===== src/rtl/synth_audio_pkg.sv =====
// Shared audio-path definitions used by the I2S receiver and driver.
package synth_audio_pkg;

    // Default sample width; matches the 24-bit audio build.
    localparam int AW_DEFAULT = 24;

    // Word-select encoding on the I2S LRCK line.
    localparam logic LEFT  = 1'b0;
    localparam logic RIGHT = 1'b1;

    // Receiver deserialiser states.
    typedef enum logic [1:0] {
        IDLE  = 2'd0,
        SHIFT = 2'd1,
        DRAIN = 2'd2
    } rx_state_t;

endpackage


===== src/rtl/i2s_pin_sync.sv =====
// Synchroniser for the codec pins plus BCLK rising-edge detect.
// BCLK and the data pins go through the same number of flops so that the
// values presented alongside bclk_rise were sampled at the same instant as
// the BCLK high level that produced the rise.
module i2s_pin_sync #(
    parameter int STAGES = 2,
    parameter int W      = 2
) (
    input  logic         clk,
    input  logic         rst_n,
    input  logic         bclk,
    input  logic [W-1:0] pins,
    output logic [W-1:0] pins_sync,
    output logic         bclk_rise
);

    logic [STAGES-1:0][W:0] stage;
    logic                   bclk_sync;

    // Metastability chain for {pins, bclk}.
    always_ff @(posedge clk or negedge rst_n) begin
        if (!rst_n) begin
            stage <= '0;
        end else begin
            stage <= {stage[STAGES-2:0], {pins, bclk}};
        end
    end

    // Extra register: delayed BCLK for edge detect, data kept aligned to it.
    always_ff @(posedge clk or negedge rst_n) begin
        if (!rst_n) begin
            bclk_sync <= 1'b0;
            pins_sync <= '0;
            bclk_rise <= 1'b0;
        end else begin
            bclk_sync <= stage[STAGES-1][0];
            pins_sync <= stage[STAGES-1][W:1];
            bclk_rise <= stage[STAGES-1][0] & ~bclk_sync;
        end
    end

endmodule


===== src/rtl/audio_i2s_receiver.sv =====
// I2S receive deserialiser: codec ADC stream -> aligned left/right words.
//
//   state | meaning
//   ------+-----------------------------------------------------------
//   IDLE  | unaligned; waiting for a boundary into the left channel
//   SHIFT | collecting bits of the current channel word (MSB first)
//   DRAIN | word complete; ignoring remaining slot bits until boundary
module audio_i2s_receiver
    import synth_audio_pkg::*;
#(
    parameter int AW          = AW_DEFAULT,
    parameter int SYNC_STAGES = 2
) (
    input  logic          OSC_CLK,
    input  logic          reset_reg_N,
    input  logic          iAUD_BCLK,
    input  logic          iAUD_ADCLRCK,
    input  logic          iAUD_ADCDAT,
    output logic [AW-1:0] o_lsound_in,
    output logic [AW-1:0] o_rsound_in,
    output logic          o_sample_valid,
    output logic          o_frame_err
);

    localparam int             CW       = $clog2(AW + 1);
    localparam logic [CW-1:0]  CNT_LAST = CW'(AW - 1);

    logic [1:0]    pins_sync;
    logic          bclk_rise;
    logic          lrck;
    logic          dat;
    logic          lr_prev;
    logic          boundary;
    logic [AW-1:0] word_next;

    rx_state_t     state;
    logic          ch;
    logic [CW-1:0] cnt;
    logic [AW-1:0] shreg;
    logic [AW-1:0] l_hold;
    logic          l_pend;

    i2s_pin_sync #(
        .STAGES (SYNC_STAGES),
        .W      (2)
    ) u_pin_sync (
        .clk       (OSC_CLK),
        .rst_n     (reset_reg_N),
        .bclk      (iAUD_BCLK),
        .pins      ({iAUD_ADCDAT, iAUD_ADCLRCK}),
        .pins_sync (pins_sync),
        .bclk_rise (bclk_rise)
    );

    assign lrck      = pins_sync[0];
    assign dat       = pins_sync[1];
    // The bit on a boundary rise is the previous channel's LSB slot.
    assign boundary  = bclk_rise && (lrck != lr_prev);
    assign word_next = {shreg[AW-2:0], dat};

    // Channel tracking, bit counter and state transitions, advanced on bclk_rise only.
    always_ff @(posedge OSC_CLK or negedge reset_reg_N) begin
        if (!reset_reg_N) begin
            state       <= IDLE;
            ch          <= LEFT;
            cnt         <= '0;
            lr_prev     <= 1'b0;
            o_frame_err <= 1'b0;
        end else begin
            o_frame_err <= 1'b0;
            if (bclk_rise) begin
                lr_prev <= lrck;
                case (state)
                    IDLE: begin
                        // Only a left start aligns us, so pairs are always L then R.
                        if (boundary && (lrck == LEFT)) begin
                            state <= SHIFT;
                            ch    <= LEFT;
                            cnt   <= '0;
                        end
                    end
                    SHIFT: begin
                        if (cnt == CNT_LAST) begin
                            // Exact-width slots: the LSB arrives on the next boundary.
                            if (boundary) begin
                                state <= SHIFT;
                                ch    <= lrck;
                                cnt   <= '0;
                            end else begin
                                state <= DRAIN;
                            end
                        end else if (boundary) begin
                            o_frame_err <= 1'b1;
                            ch          <= lrck;
                            cnt         <= '0;
                            state       <= (lrck == LEFT) ? SHIFT : IDLE;
                        end else begin
                            cnt <= cnt + 1'b1;
                        end
                    end
                    DRAIN: begin
                        if (boundary) begin
                            state <= SHIFT;
                            ch    <= lrck;
                            cnt   <= '0;
                        end
                    end
                    default: state <= IDLE;
                endcase
            end
        end
    end

    // Shift register, left hold, and paired output commit.
    always_ff @(posedge OSC_CLK or negedge reset_reg_N) begin
        if (!reset_reg_N) begin
            shreg          <= '0;
            l_hold         <= '0;
            l_pend         <= 1'b0;
            o_lsound_in    <= '0;
            o_rsound_in    <= '0;
            o_sample_valid <= 1'b0;
        end else begin
            o_sample_valid <= 1'b0;
            if (bclk_rise && (state == SHIFT)) begin
                shreg <= word_next;
                if (cnt == CNT_LAST) begin
                    if (ch == LEFT) begin
                        l_hold <= word_next;
                        l_pend <= 1'b1;
                    end else if (l_pend) begin
                        o_lsound_in    <= l_hold;
                        o_rsound_in    <= word_next;
                        o_sample_valid <= 1'b1;
                        l_pend         <= 1'b0;
                    end
                end else if (boundary) begin
                    // A short word invalidates any pending left half.
                    l_pend <= 1'b0;
                end
            end
        end
    end

endmodule


===== config.mk =====
export PLATFORM = sky130hd
export DESIGN_NAME = audio_i2s_receiver
export DESIGN_NICKNAME = d
export VERILOG_FILES = /design/src/rtl/synth_audio_pkg.sv /design/src/rtl/i2s_pin_sync.sv /design/src/rtl/audio_i2s_receiver.sv
export SDC_FILE = /design/constraint.sdc
export NUM_CORES = 1
export LEC_CHECK = 0
export BUFFER_PORTS_ARGS = -buffer_cell sky130_fd_sc_hd__buf_2
export CORE_MARGIN = 2
export CORE_UTILIZATION = 30
export CTS_CLUSTER_SIZE = 28
export DETAILED_ROUTE_END_ITERATION = 8
export PLACE_DENSITY = 0.44
export SLEW_MARGIN = 20
export SYNTH_ARGS = -nofsm -noshare
export SYNTH_HDL_FRONTEND = slang
export SYNTH_SLANG_ARGS = --single-unit
export TNS_END_PERCENT = 20

===== constraint.sdc =====
create_clock -name OSC_CLK -period 2.82 [get_ports OSC_CLK]
set_input_delay 0.141 -clock OSC_CLK [delete_from_list [all_inputs] [get_ports OSC_CLK]]
set_output_delay 0.141 -clock OSC_CLK [all_outputs]
set_load 0.02 [all_outputs]

==> results_tabular.tex, run 1 <==
\begin{tabular}{lr}
\hline
Metric & Value \\
\hline
\multicolumn{2}{l}{\textbf{Clocking}} \\
\quad H-Tree Depth & 4 \\
\quad Postcts setup bufs & 0 \\
\quad Sink count of the clock tree & 117 \\
\quad TritonCTS clock tree & yes \\
\quad TritonCTS buffer count & 17 \\
\quad Clk pin slew, worst setup/hold paths & about 0.050 ns \\
\quad Root Driver & sky130\_fd\_sc\_hd\_\_clkbuf\_16 \\
\quad Number of buffers on the longest clock path & 2 \\
\quad Clock insertion delay at the later pin of the skew report & 0.41 ns \\
\quad Resized Gates After CTS & 0 \\
\multicolumn{2}{l}{\textbf{Finish}} \\
\quad Layout overhead on the synthesized area & 22.86\% \\
\quad Most common cell after layout, fill and taps aside & sky130\_fd\_sc\_hd\_\_dfrtp\_1 \\
\quad Footprint of the flip-flops and latches & 0.002928 sq mm \\
\quad Layout cell share with drive strength beyond 1 & between 40 and 50\% \\
\quad Number of diodes added for antenna fixing & 0 \\
\quad Final instance area & 0.005655 sq mm \\
\quad \# fillers & 1448 \\
\quad Area of combinational cells with multiple inputs & about 0.0016 sq mm \\
\quad Commonest cells after routing, fill and taps aside & sky130\_fd\_sc\_hd\_\_dfrtp\_1 (117), sky130\_fd\_sc\_hd\_\_mux2\_2 (86), sky130\_fd\_sc\_hd\_\_buf\_2 (53), sky130\_fd\_sc\_hd\_\_clkbuf\_16 (17), sky130\_fd\_sc\_hd\_\_mux2\_1 (11) \\
\quad NumNets Final & 376 \\
\multicolumn{2}{l}{\textbf{Synth}} \\
\quad Leading register cell type out of synthesis & sky130\_fd\_sc\_hd\_\_dfrtp\_1 \\
\quad Number of enable flip-flop cells after synthesis & 0 \\
\quad Cell type with the highest aggregate area in the netlist & sky130\_fd\_sc\_hd\_\_dfrtp\_1 \\
\quad Fraction of synthesized cell area taken by the top area cell type & 63.60\% \\
\quad Cell area after technology mapping & about 0.0046 sq mm \\
\quad FFs w/ async S/R, synth & 100.0\% \\
\quad Number of synthesis warnings & 0 \\
\quad Most area-consuming cells after synthesis & sky130\_fd\_sc\_hd\_\_dfrtp\_1 (64\%), sky130\_fd\_sc\_hd\_\_mux2\_2 (21\%), sky130\_fd\_sc\_hd\_\_mux2\_1 (2.7\%), sky130\_fd\_sc\_hd\_\_ha\_1 (1.4\%), sky130\_fd\_sc\_hd\_\_buf\_6 (0.98\%) \\
\quad Number of instances in the synthesized netlist & 294 \\
\quad Avg Synthesized Cell Area & 15.66 sq um \\
\quad Sequential area share after synthesis & 63.60\% \\
\quad Syn nets & 304 \\
\quad Flip-flop and latch count after synthesis & 117 \\
\quad Count of distinct cell types in the synthesized netlist & slightly above 40 \\
\multicolumn{2}{l}{\textbf{Die}} \\
\quad Number of placement rows & 45 \\
\quad Die width & 127.9 um \\
\quad Vertical die dimension & roughly 130 um \\
\quad Full die area & 0.01635 sq mm \\
\quad Starting density of the core & 30.51\% \\
\quad Core ar. & $\sim$0.015 sq mm \\
\quad Num ports & 55 \\
\multicolumn{2}{l}{\textbf{GRT}} \\
\quad Initial antenna violation count & 0 \\
\quad Congestion Overflow GR & 0 \\
\quad Tot GR Track Use & 11.70\% \\
\quad Number of global-route vias before repair & 2709 \\
\quad Pin count of the biggest net entering global routing & 73 \\
\quad Wire length of the first global-routing pass & 14410 um \\
\multicolumn{2}{l}{\textbf{Critical path}} \\
\quad Worst-case reg-to-reg path depth & 6 \\
\quad Worst Setup Start Kind & flop \\
\quad Kind of critical path & reg -> reg \\
\quad Worst setup path startpoint & state[1] \\
\quad Nature of the critical path endpoint & flop \\
\quad Slowest cell on the critical path & sky130\_fd\_sc\_hd\_\_buf\_4 \\
\quad Worst R2R End & o\_rsound\_in[10] \\
\quad Required @ worst endpoint & just over 3 ns \\
\quad Critical path arrival & 2.59 ns \\
\quad Reg2Reg Setup Slack & 0.52 ns \\
\quad RR Startpoint & state[1] \\
\quad CP bufs+invs & 2 \\
\quad Biggest fanout along the worst timing path & 34 \\
\quad Critical-path cell list & inv\_1, ha\_1, nand2\_2, nor3\_4, buf\_4, mux2\_2 \\
\quad Cell family with most CP delay & buffers and inverters \\
\quad Number of cells on the critical path & 6 \\
\quad CP max stage delay & 0.43 ns \\
\quad Last element of the critical path & o\_rsound\_in[10] \\
\multicolumn{2}{l}{\textbf{Timing}} \\
\quad Final max-slew violation count & 0 \\
\quad Crit share post-route & 81.64\% \\
\quad Max Clock Skew & 0.009135 ns \\
\quad Sum Neg Setup Slack & 0 ns \\
\quad Worst Max-Slew Pin Slew & $\sim$0.62 ns \\
\quad Post-route setup slack & 0.5178 ns \\
\quad Min Clock Period, post-route & between 2 and 2.5 ns \\
\quad Unrepaired setup endpoints after global routing & no \\
\quad Maximum achievable frequency & 434.4 MHz \\
\quad Number of setup violations in the final report & 0 \\
\quad Final worst hold slack & 0.2976 ns \\
\quad Final hold viol count & 0 \\
\quad Worst slew margin relative to its limit & 58.42\% \\
\multicolumn{2}{l}{\textbf{Power and ir drop}} \\
\quad Total net switching power & 966.7 uW \\
\quad Power share of the sequential group & 45.4\% \\
\quad Power density relative to cell area & 728.4 mW/mm\^{}2 \\
\quad Power Internal & approximately 3200 uW \\
\quad Leakage power summed over all cells & 0.002994 uW \\
\quad Part of the power in combinational logic & 8.2\% \\
\quad Share of power burned in the clock network & between 40\% and 50\% \\
\quad Worst voltage drop across the vdd grid & $\sim$0.0004 V \\
\quad Switching share of power & 23.47\% \\
\multicolumn{2}{l}{\textbf{Drt}} \\
\quad Initial drt markers & 100 \\
\quad Drt total wl & 8374 um \\
\quad Detail Route Antenna Nets & 0 \\
\quad Detailed-route wire length per cell & 14.85 um \\
\quad Vias per cell & 4.527 \\
\quad Number of DRC violations after detailed routing & 0 \\
\quad Initial DRT Pass Iterations & 4 \\
\quad Number of vias after detailed routing & 2553 \\
\multicolumn{2}{l}{\textbf{Status}} \\
\quad Status & completed \\
\multicolumn{2}{l}{\textbf{Placement}} \\
\quad Instance area after placement & 0.005086 sq mm \\
\quad Port Buffers & 54 \\
\quad Post-detail-place hpwl & 5351 um \\
\quad Pre-CTS setup slack & 0.5151 ns \\
\quad Global placer's final weighted congestion & 0.7417 \\
\multicolumn{2}{l}{\textbf{Hold path}} \\
\quad Worst min-delay path class & in -> async \\
\multicolumn{2}{l}{\textbf{Job}} \\
\quad Reported max-cap violation count & 0 \\
\hline
\end{tabular}
## final cells by class
| class | count | area share [%] |
|---|---|---|
| clock inverters | 3 | 0.3540 |
| inverters | 4 | 0.2655 |
| flip-flops and latches | 117 | 51.77 |
| clock buffers | 26 | 9.004 |
| multi-input cells | 161 | 27.77 |
| repair buffers | 65 | 6.681 |
| well taps | 188 | 4.159 |
## synthesized netlist by cell type (2+ instances only)
| cell type | number |
|---|---|
| sky130_fd_sc_hd__a31oi_1 | 3 |
| sky130_fd_sc_hd__inv_1 | 4 |
| sky130_fd_sc_hd__a21o_1 | 4 |
| sky130_fd_sc_hd__buf_6 | 4 |
| sky130_fd_sc_hd__mux2_2 | 86 |
| sky130_fd_sc_hd__nor3_4 | 2 |
| sky130_fd_sc_hd__nor2b_1 | 3 |
| sky130_fd_sc_hd__dfrtp_1 | 117 |
| sky130_fd_sc_hd__nand2_1 | 9 |
| sky130_fd_sc_hd__nor2_1 | 3 |
| sky130_fd_sc_hd__ha_1 | 5 |
| sky130_fd_sc_hd__clkbuf_1 | 2 |
| sky130_fd_sc_hd__mux2_1 | 11 |
| sky130_fd_sc_hd__a21oi_1 | 2 |
| sky130_fd_sc_hd__nand3b_1 | 2 |
| sky130_fd_sc_hd__buf_4 | 3 |
| sky130_fd_sc_hd__a22o_1 | 2 |
| sky130_fd_sc_hd__nand3_1 | 3 |
| sky130_fd_sc_hd__buf_2 | 3 |
| sky130_fd_sc_hd__nand2b_1 | 2 |
| sky130_fd_sc_hd__o21ai_0 | 4 |
## worst reg2reg max path, stage by stage, from the launching register on
cell                      delay (ns)
sky130_fd_sc_hd__dfrtp_1        0.41
sky130_fd_sc_hd__inv_1          0.10
sky130_fd_sc_hd__ha_1           0.34
sky130_fd_sc_hd__nand2_2        0.26
sky130_fd_sc_hd__nor3_4         0.23
sky130_fd_sc_hd__buf_4          0.43
sky130_fd_sc_hd__mux2_2         0.41
## power groups by stage
stage	Sequential, uW	Clock, uW	Combinational [uW]
CTS	1870	1970	343
global route	1880	2060	389
global placement	1900	0	334
detailed placement	1900	0	339
finish	1870	1910	337
floorplan	1860	0	250
## state kept, by name, summed over array words and instances (netlist names)
register,cells
shreg,23
cnt,5
state,2
o_sample_valid,1
o_frame_err,1
u_pin_sync.bclk_sync,1
ch,1
lr_prev,1
o_rsound_in,24
l_hold,24
o_lsound_in,24
u_pin_sync.bclk_rise,1
u_pin_sync.stage,6
u_pin_sync.pins_sync,2
l_pend,1
## per-layer routing
layer | routed length (um) | track usage, %
met4 | 140 | 5.236
met2 | 3689 | 16.55
met5 | 0 | 0
met1 | 4137 | 15.57
met3 | 407 | 5.050
## worst min path at each step
stage / startpoint / to / cells past startpoint
final: reset_reg_N / o_rsound_in[21] / 2
after global placement: reset_reg_N / o_lsound_in[20] / 1
after global routing: reset_reg_N / o_lsound_in[20] / 2
after CTS: reset_reg_N / o_lsound_in[20] / 2
after detailed placement: reset_reg_N / o_lsound_in[20] / 1
after floorplan: reset_reg_N / ch / 0
## logic make-up after synthesis
| logic type | share of synthesized area (%) |
|---|---|
| mux | 23.95 |
| compound gates | 2.990 |
| simple gates | 5.627 |
| fa+ha+maj | 1.359 |
| xor+xnor | 0.1903 |
| flops | 63.60 |
| buf+inv | 2.283 |
## metrics by stage
step                cells  util, %  total power [uW]
floorplan             294        -              2114
global placement      531    33.71              2235
detailed placement    531    33.71              2239
CTS                   564    37.48              4187
global route          564    37.48              4330
finish                564    37.48              4120
## repair_timing
item | 4_1_cts | 5_1_grt
setup endpoints to repair | 0 | 0
endpoints found under the hold margin | 48 | 0
hold buffers | 4 | 0
(Power assumes the default switching activity.)
==> inputs of run 2 (changes only) <==
==> constraint.sdc (replaced) <==
create_clock -name OSC_CLK -period 2.3 [get_ports OSC_CLK]
set_input_delay 0.115 -clock OSC_CLK [delete_from_list [all_inputs] [get_ports OSC_CLK]]
set_output_delay 0.115 -clock OSC_CLK [all_outputs]
set_load 0.02 [all_outputs]
==> run 2 against run 1 <==
Critical endpoint is now o_lsound_in[2]. Combinational power grew 30%. Die area is the same. Critical path type unchanged. Critical path depth shrank 1. Total power grew 36%. Via count grew 1.3%. Global-route usage is essentially flat. Maximum frequency grew 17%. Clock skew shrank 0.00078 ns.
==> results_tabular.tex, run 2 (synthesis gave the netlist of run 1 again) <==
\begin{tabular}{lr}
\hline
Metric & Value \\
\hline
\multicolumn{2}{l}{\textbf{Timing}} \\
\quad Sum Neg Setup Slack & 0 ns (unchanged) \\
\quad Final hold viol count & 0 (unchanged) \\
\quad Max Clock Skew & 0.008358 ns (was 0.009135 ns) \\
\quad Unrepaired setup endpoints after global routing & no (unchanged) \\
\quad Post-route setup slack & 0.3273 ns (was 0.5178 ns) \\
\quad Maximum achievable frequency & 506.9 MHz (was 434.4 MHz) \\
\quad Number of setup violations in the final report & 0 (unchanged) \\
\quad Worst Max-Slew Pin Slew & 0.5439 ns (was 0.6237 ns) \\
\quad Crit share post-route & 85.77\% (was 81.64\%) \\
\quad Final worst hold slack & 0.2434 ns (was 0.2976 ns) \\
\quad Final max-slew violation count & 0 (unchanged) \\
\quad Worst slew margin relative to its limit & 63.74\% (was 58.42\%) \\
\quad Min Clock Period, post-route & 1.973 ns (was 2.302 ns) \\
\multicolumn{2}{l}{\textbf{Drt}} \\
\quad Initial DRT Pass Iterations & 4 (unchanged) \\
\quad Detailed-route wire length per cell & 15.05 um (was 14.85 um) \\
\quad Number of vias after detailed routing & 2585 (was 2553) \\
\quad Vias per cell & 4.535 (was 4.527) \\
\quad Detail Route Antenna Nets & 0 (unchanged) \\
\quad Number of DRC violations after detailed routing & 0 (unchanged) \\
\quad Drt total wl & 8577 um (was 8374 um) \\
\quad Initial drt markers & 91 (was 100) \\
\multicolumn{2}{l}{\textbf{GRT}} \\
\quad Number of global-route vias before repair & 2703 (was 2709) \\
\quad Initial antenna violation count & 0 (unchanged) \\
\quad Pin count of the biggest net entering global routing & 50 (was 73) \\
\quad Congestion Overflow GR & 0 (unchanged) \\
\quad Tot GR Track Use & 11.71\% (was 11.70\%) \\
\quad Wire length of the first global-routing pass & 14680 um (was 14410 um) \\
\multicolumn{2}{l}{\textbf{Die}} \\
\quad Starting density of the core & 30.51\% (unchanged) \\
\quad Core ar. & 0.01509 sq mm (unchanged) \\
\quad Number of placement rows & 45 (unchanged) \\
\quad Die width & 127.9 um (unchanged) \\
\quad Vertical die dimension & 127.9 um (unchanged) \\
\quad Full die area & 0.01635 sq mm (unchanged) \\
\quad Num ports & 55 (unchanged) \\
\multicolumn{2}{l}{\textbf{Clocking}} \\
\quad Resized Gates After CTS & 0 (unchanged) \\
\quad Clock insertion delay at the later pin of the skew report & 0.41 ns (about the same) \\
\quad H-Tree Depth & 4 (unchanged) \\
\quad Sink count of the clock tree & 117 (unchanged) \\
\quad TritonCTS buffer count & 17 (unchanged) \\
\quad Root Driver & sky130\_fd\_sc\_hd\_\_clkbuf\_16 (unchanged) \\
\quad Number of buffers on the longest clock path & 2 (unchanged) \\
\quad Cts-stage hold buffer count & 4 (unchanged) \\
\quad TritonCTS clock tree & yes (unchanged) \\
\quad Postcts setup bufs & 0 (unchanged) \\
\quad Clk pin slew, worst setup/hold paths & 0.05 ns (about the same) \\
\multicolumn{2}{l}{\textbf{Finish}} \\
\quad Number of diodes added for antenna fixing & 0 (unchanged) \\
\quad Layout cell share with drive strength beyond 1 & 48.69\% (was 47.34\%) \\
\quad Footprint of the flip-flops and latches & 0.002928 sq mm (unchanged) \\
\quad Biggest regs & l\_hold (24), o\_lsound\_in (24), o\_rsound\_in (24) (unchanged) \\
\quad Most common cell after layout, fill and taps aside & sky130\_fd\_sc\_hd\_\_dfrtp\_1 (unchanged) \\
\quad Non-filler cells in the finished layout & 570 (was 564) \\
\quad \# fillers & 1445 (was 1448) \\
\quad NumNets Final & 379 (was 376) \\
\quad Commonest cells after routing, fill and taps aside & sky130\_fd\_sc\_hd\_\_dfrtp\_1 (117), sky130\_fd\_sc\_hd\_\_mux2\_2 (86), sky130\_fd\_sc\_hd\_\_buf\_2 (53), sky130\_fd\_sc\_hd\_\_clkbuf\_16 (17), sky130\_fd\_sc\_hd\_\_mux2\_1 (11) (unchanged) \\
\quad Layout overhead on the synthesized area & 26.37\% (was 22.86\%) \\
\quad Area of combinational cells with multiple inputs & 0.001570 sq mm (unchanged) \\
\multicolumn{2}{l}{\textbf{Status}} \\
\quad Status & completed (unchanged) \\
\multicolumn{2}{l}{\textbf{Power and ir drop}} \\
\quad Leakage power summed over all cells & 0.003073 uW (was 0.002994 uW) \\
\quad Power density relative to cell area & 964.5 mW/mm\^{}2 (was 728.4 mW/mm\^{}2) \\
\quad Worst voltage drop across the vdd grid & 0.0005336 V (was 0.0004070 V) \\
\quad Total power & 5610 uW (was 4120 uW) \\
\multicolumn{2}{l}{\textbf{Placement}} \\
\quad Post-detail-place hpwl & 5420 um (was 5351 um) \\
\quad Port Buffers & 54 (unchanged) \\
\quad Pre-CTS setup slack & 0.3132 ns (was 0.5151 ns) \\
\quad Global placer's final weighted congestion & 0.7513 (was 0.7417) \\
\quad Number of placed instances, taps included & 534 (was 531) \\
\multicolumn{2}{l}{\textbf{Hold path}} \\
\quad Worst min-delay path class & in -> async (unchanged) \\
\multicolumn{2}{l}{\textbf{Critical path}} \\
\quad Worst Setup Start Kind & flop (unchanged) \\
\quad Biggest fanout along the worst timing path & 17 (was 34) \\
\quad Required @ worst endpoint & 2.59 ns (was 3.11 ns) \\
\quad Nature of the critical path endpoint & flop (unchanged) \\
\quad Critical path arrival & 2.26 ns (was 2.59 ns) \\
\quad Kind of critical path & reg -> reg (unchanged) \\
\multicolumn{2}{l}{\textbf{Job}} \\
\quad Reported max-cap violation count & 0 (unchanged) \\
\hline
\end{tabular}
-- run 2: cell count changes in the layout (fill, tap and decap cells not counted) --
cell / before / now
sky130_fd_sc_hd__buf_12: 1 / 2
sky130_fd_sc_hd__buf_4: 7 / 9
sky130_fd_sc_hd__bufinv_16: 0 / 4
sky130_fd_sc_hd__clkbuf_1: 4 / 2
sky130_fd_sc_hd__clkbuf_8: 5 / 6
-- run 2: cell type report --
| class | count | share of cell area, % |
|---|---|---|
| flip-flops and latches | 117 | 50.33 |
| clock buffers | 25 | 8.862 |
| clock inverters | 7 | 2.409 |
| well taps | 188 | 4.044 |
| multi-input cells | 161 | 27.00 |
| repair buffers | 68 | 7.098 |
| inverters | 4 | 0.2581 |
-- run 2: path summary, 6_finish.rpt --
kind                                           from                      end  slack (ns)  cells after the start
max in group asynchronous               reset_reg_N                shreg[15]        1.25                      3
min in group OSC_CLK            u_pin_sync.stage[4]  u_pin_sync.pins_sync[0]        0.34                      0
worst min register to register  u_pin_sync.stage[4]  u_pin_sync.pins_sync[0]        0.34                      0
worst min-delay path                    reset_reg_N                shreg[19]        0.24                      2
worst max-delay path                         cnt[0]           o_lsound_in[2]        0.33                      5
worst max register to register               cnt[0]           o_lsound_in[2]        0.33                      5
-- run 2: power breakdown --
group / internal [uW] / switching [uW]
Combinational: 206 / 233
Sequential: 2170 / 117
Clock: 1980 / 896
Total: 4360 / 1250
-- run 2: routing by layer --
metal / vias up / global-route usage, % / share of wire (%) / wire length (um)
met3: 13 / 4.508 / 4.4 / 378
li1: 1205 / - / - / -
met1: 1311 / 15.67 / 49 / 4198
met5: - / 0 / 0 / 0
met2: 56 / 17.24 / 45 / 3878
met4: 0 / 4.460 / 1.4 / 121
-- run 2: stage by stage --
stage               util (%)  instance area (sq um)
finish                 38.55                   5817
global route           38.55                   5817
CTS                    38.55                   5817
detailed placement     33.94                   5121
global placement       33.94                   5121
floorplan                  -                   4603
-- run 2: critical path, stage by stage (launching register included) --
cell and delay, ns:
sky130_fd_sc_hd__dfrtp_1 0.39, sky130_fd_sc_hd__ha_1 0.27, sky130_fd_sc_hd__nand4b_4 0.23, sky130_fd_sc_hd__nor3_4 0.29
sky130_fd_sc_hd__buf_4 0.30, sky130_fd_sc_hd__mux2_2 0.36
==> inputs of run 3 (changes only) <==
--- a/config.mk
+++ b/config.mk
@@ -5,10 +5,10 @@
 export SDC_FILE = /design/constraint.sdc
 export NUM_CORES = 1
 export LEC_CHECK = 0
-export BUFFER_PORTS_ARGS = -buffer_cell sky130_fd_sc_hd__buf_2
+export BUFFER_PORTS_ARGS = -buffer_cell sky130_fd_sc_hd__clkbuf_2
 export CORE_MARGIN = 2
 export CORE_UTILIZATION = 30
-export CTS_CLUSTER_SIZE = 28
+export CTS_BUF_LIST = sky130_fd_sc_hd__clkbuf_8 sky130_fd_sc_hd__clkbuf_16
 export DETAILED_ROUTE_END_ITERATION = 8
 export PLACE_DENSITY = 0.44
 export SLEW_MARGIN = 20
==> run 3 against run 2 <==
Sequential share of layout area grew 0.68 points. Die area is the same. Count of clock-buffer cells in the layout is 4 lower. Highest routed layer unchanged. Global-route usage up 0.28 points. Largest power group unchanged. First-iteration DRC count down 12%. Clock power decreased by 14%. Routed wire length is 0.75% higher. Critical path type unchanged. Hold slack gained 0.032 ns. Sequential cell count is the same. Non-clock buffer count did not move. Total power shrank 7.2%.
==> results_tabular.tex, run 3 (synthesis gave the netlist of run 1 again) <==
\begin{tabular}{lr}
\hline
Metric & Value \\
\hline
\multicolumn{2}{l}{\textbf{Status}} \\
\quad Status & completed (unchanged) \\
\multicolumn{2}{l}{\textbf{Drt}} \\
\quad Detailed-route wire length per cell & 15.16 um (was 15.05 um) \\
\quad Vias per cell & 4.588 (was 4.535) \\
\quad Initial DRT Pass Iterations & 4 (unchanged) \\
\quad Detail Route Antenna Nets & 0 (unchanged) \\
\quad Number of DRC violations after detailed routing & 0 (unchanged) \\
\quad Initial drt markers & 80 (was 91) \\
\quad Number of vias after detailed routing & 2615 (was 2585) \\
\quad Drt total wl & 8641 um (was 8577 um) \\
\multicolumn{2}{l}{\textbf{Job}} \\
\quad Reported max-cap violation count & 0 (unchanged) \\
\multicolumn{2}{l}{\textbf{Timing}} \\
\quad Worst slew margin relative to its limit & 57.22\% (was 63.74\%) \\
\quad Number of setup violations in the final report & 0 (unchanged) \\
\quad Post-route setup slack & 0.3213 ns (was 0.3273 ns) \\
\quad Min Clock Period, post-route & 1.979 ns (was 1.973 ns) \\
\quad Maximum achievable frequency & 505.4 MHz (was 506.9 MHz) \\
\quad Unrepaired setup endpoints after global routing & no (unchanged) \\
\quad Worst Max-Slew Pin Slew & 0.6417 ns (was 0.5439 ns) \\
\quad Final max-slew violation count & 0 (unchanged) \\
\quad Max Clock Skew & 0.01448 ns (was 0.008358 ns) \\
\quad Sum Neg Setup Slack & 0 ns (unchanged) \\
\quad Final hold viol count & 0 (unchanged) \\
\quad Crit share post-route & 86.03\% (was 85.77\%) \\
\multicolumn{2}{l}{\textbf{Clocking}} \\
\quad Cts-stage hold buffer count & 4 (unchanged) \\
\quad Number of buffers on the longest clock path & 2 (unchanged) \\
\quad H-Tree Depth & 4 (unchanged) \\
\quad TritonCTS clock tree & yes (unchanged) \\
\quad Postcts setup bufs & 0 (unchanged) \\
\quad Clock insertion delay at the later pin of the skew report & 0.41 ns (about the same) \\
\quad TritonCTS buffer count & 17 (unchanged) \\
\quad Resized Gates After CTS & 0 (unchanged) \\
\quad Root Driver & sky130\_fd\_sc\_hd\_\_clkbuf\_16 (unchanged) \\
\quad Clk pin slew, worst setup/hold paths & 0.06 ns (was 0.05 ns) \\
\quad Sink count of the clock tree & 117 (unchanged) \\
\multicolumn{2}{l}{\textbf{Finish}} \\
\quad Layout cell share with drive strength beyond 1 & 48.43\% (was 48.69\%) \\
\quad Layout overhead on the synthesized area & 24.68\% (was 26.37\%) \\
\quad Number of diodes added for antenna fixing & 0 (unchanged) \\
\quad Most common cell after layout, fill and taps aside & sky130\_fd\_sc\_hd\_\_dfrtp\_1 (unchanged) \\
\quad Biggest regs & l\_hold (24), o\_lsound\_in (24), o\_rsound\_in (24) (unchanged) \\
\quad NumNets Final & 379 (unchanged) \\
\quad Final instance area & 0.005739 sq mm (was 0.005817 sq mm) \\
\quad Commonest cells after routing, fill and taps aside & sky130\_fd\_sc\_hd\_\_dfrtp\_1 (117), sky130\_fd\_sc\_hd\_\_mux2\_2 (86), sky130\_fd\_sc\_hd\_\_clkbuf\_2 (53), sky130\_fd\_sc\_hd\_\_clkbuf\_16 (17), sky130\_fd\_sc\_hd\_\_mux2\_1 (11) (was sky130\_fd\_sc\_hd\_\_dfrtp\_1 (117), sky130\_fd\_sc\_hd\_\_mux2\_2 (86), sky130\_fd\_sc\_hd\_\_buf\_2 (53), sky130\_fd\_sc\_hd\_\_clkbuf\_16 (17), sky130\_fd\_sc\_hd\_\_mux2\_1 (11)) \\
\multicolumn{2}{l}{\textbf{Power and ir drop}} \\
\quad Power density relative to cell area & 907.0 mW/mm\^{}2 (was 964.5 mW/mm\^{}2) \\
\quad Leakage power summed over all cells & 0.003002 uW (was 0.003073 uW) \\
\quad Worst voltage drop across the vdd grid & 0.0004811 V (was 0.0005336 V) \\
\quad Total power & 5205 uW (was 5610 uW) \\
\multicolumn{2}{l}{\textbf{Critical path}} \\
\quad Required @ worst endpoint & 2.58 ns (was 2.59 ns) \\
\quad Critical-path cell list & ha\_1, nand4b\_4, nor3\_4, buf\_12, mux2\_2 (was ha\_1, nand4b\_4, nor3\_4, buf\_4, mux2\_2) \\
\quad Kind of critical path & reg -> reg (unchanged) \\
\quad Biggest fanout along the worst timing path & 26 (was 17) \\
\quad Slowest cell on the critical path & sky130\_fd\_sc\_hd\_\_dfrtp\_1 (unchanged) \\
\quad Critical path arrival & 2.26 ns (about the same) \\
\quad Nature of the critical path endpoint & flop (unchanged) \\
\quad Reg2Reg Setup Slack & 0.32 ns (was 0.33 ns) \\
\quad Cell family with most CP delay & simple AND/OR/NAND/NOR gates (unchanged) \\
\quad Worst Setup Start Kind & flop (unchanged) \\
\quad CP max stage delay & 0.39 ns (about the same) \\
\quad CP bufs+invs & 1 (unchanged) \\
\multicolumn{2}{l}{\textbf{Placement}} \\
\quad Pre-CTS setup slack & 0.3284 ns (was 0.3132 ns) \\
\quad Instance area after placement & 0.005134 sq mm (was 0.005121 sq mm) \\
\quad Post-detail-place hpwl & 5498 um (was 5420 um) \\
\quad Global placer's final weighted congestion & 0.7330 (was 0.7513) \\
\quad Port Buffers & 54 (unchanged) \\
\multicolumn{2}{l}{\textbf{Die}} \\
\quad Number of placement rows & 45 (unchanged) \\
\quad Full die area & 0.01635 sq mm (unchanged) \\
\quad Num ports & 55 (unchanged) \\
\quad Starting density of the core & 30.51\% (unchanged) \\
\quad Core ar. & 0.01509 sq mm (unchanged) \\
\quad Vertical die dimension & 127.9 um (unchanged) \\
\quad Die width & 127.9 um (unchanged) \\
\multicolumn{2}{l}{\textbf{GRT}} \\
\quad Tot GR Track Use & 12.00\% (was 11.71\%) \\
\quad Pin count of the biggest net entering global routing & 47 (was 50) \\
\quad Initial antenna violation count & 0 (unchanged) \\
\quad Wire length of the first global-routing pass & 14920 um (was 14680 um) \\
\quad Congestion Overflow GR & 0 (unchanged) \\
\quad Number of global-route vias before repair & 2746 (was 2703) \\
\multicolumn{2}{l}{\textbf{Hold path}} \\
\quad Worst min-delay path class & in -> async (unchanged) \\
\hline
\end{tabular}
-- run 3: cell types whose count changed in the layout (fill, tap and decap cells not counted), sizes merged --
cell / previous run / this run
buf: 64 / 11
clkbuf: 25 / 74
clkinv: 1 / 5
bufinv: 4 / 1
inv: 4 / 7
-- run 3: metal layers --
layer  wire [um]  track usage [%]  vias to the layer above
li1            -                -                     1205
met1        4139            15.59                     1341
met2        3916            17.74                       58
met3         437            4.424                       11
met4         147            5.753                        0
met5           0                0                        -
-- run 3: area by class of cell --
| type | count | area (sq um) |
|---|---|---|
| Tap cell | 188 | 235.2 |
| Inverter | 4 | 15.01 |
| Multi-Input combinational cell | 161 | 1570 |
| Sequential cell | 117 | 2928 |
| Clock inverter | 11 | 85.08 |
| Clock buffer | 21 | 480.5 |
| Fill cell | 1444 | 9350 |
| Timing Repair Buffer | 68 | 425.4 |
-- run 3: worst reg2reg max path, cell delays in order (launching register included) --
cell                       delay (ns)
sky130_fd_sc_hd__dfrtp_1         0.39
sky130_fd_sc_hd__ha_1            0.27
sky130_fd_sc_hd__nand4b_4        0.24
sky130_fd_sc_hd__nor3_4          0.34
sky130_fd_sc_hd__buf_12          0.23
sky130_fd_sc_hd__mux2_2          0.37
-- run 3: final timing paths --
check | start | endpoint | depth (start not counted)
max | cnt[0] | o_lsound_in[20] | 5
min | reset_reg_N | l_hold[19] | 2
max reg2reg | cnt[0] | o_lsound_in[20] | 5
min reg2reg | u_pin_sync.stage[1] | u_pin_sync.stage[4] | 0
max in group asynchronous | reset_reg_N | l_hold[20] | 3
min in group OSC_CLK | u_pin_sync.stage[1] | u_pin_sync.stage[4] | 0
-- run 3: power by group --
| part | switching [uW] | internal (uW) |
|---|---|---|
| logic | 233 | 206 |
| clock network | 900 | 1580 |
| registers | 115 | 2170 |
-- run 3: stage by stage --
| step | hold slack [ns] | std cells | utilization [%] |
|---|---|---|---|
| 2_1_floorplan | -0.1806 | 294 | - |
| 3_3_place_gp | 0.1821 | 534 | 34.02 |
| 3_5_place_dp | 0.1899 | 534 | 34.02 |
| 4_1_cts | 0.2991 | 570 | 38.03 |
| 5_1_grt | 0.3275 | 570 | 38.03 |
| 6_report | 0.2756 | 570 | 38.03 |
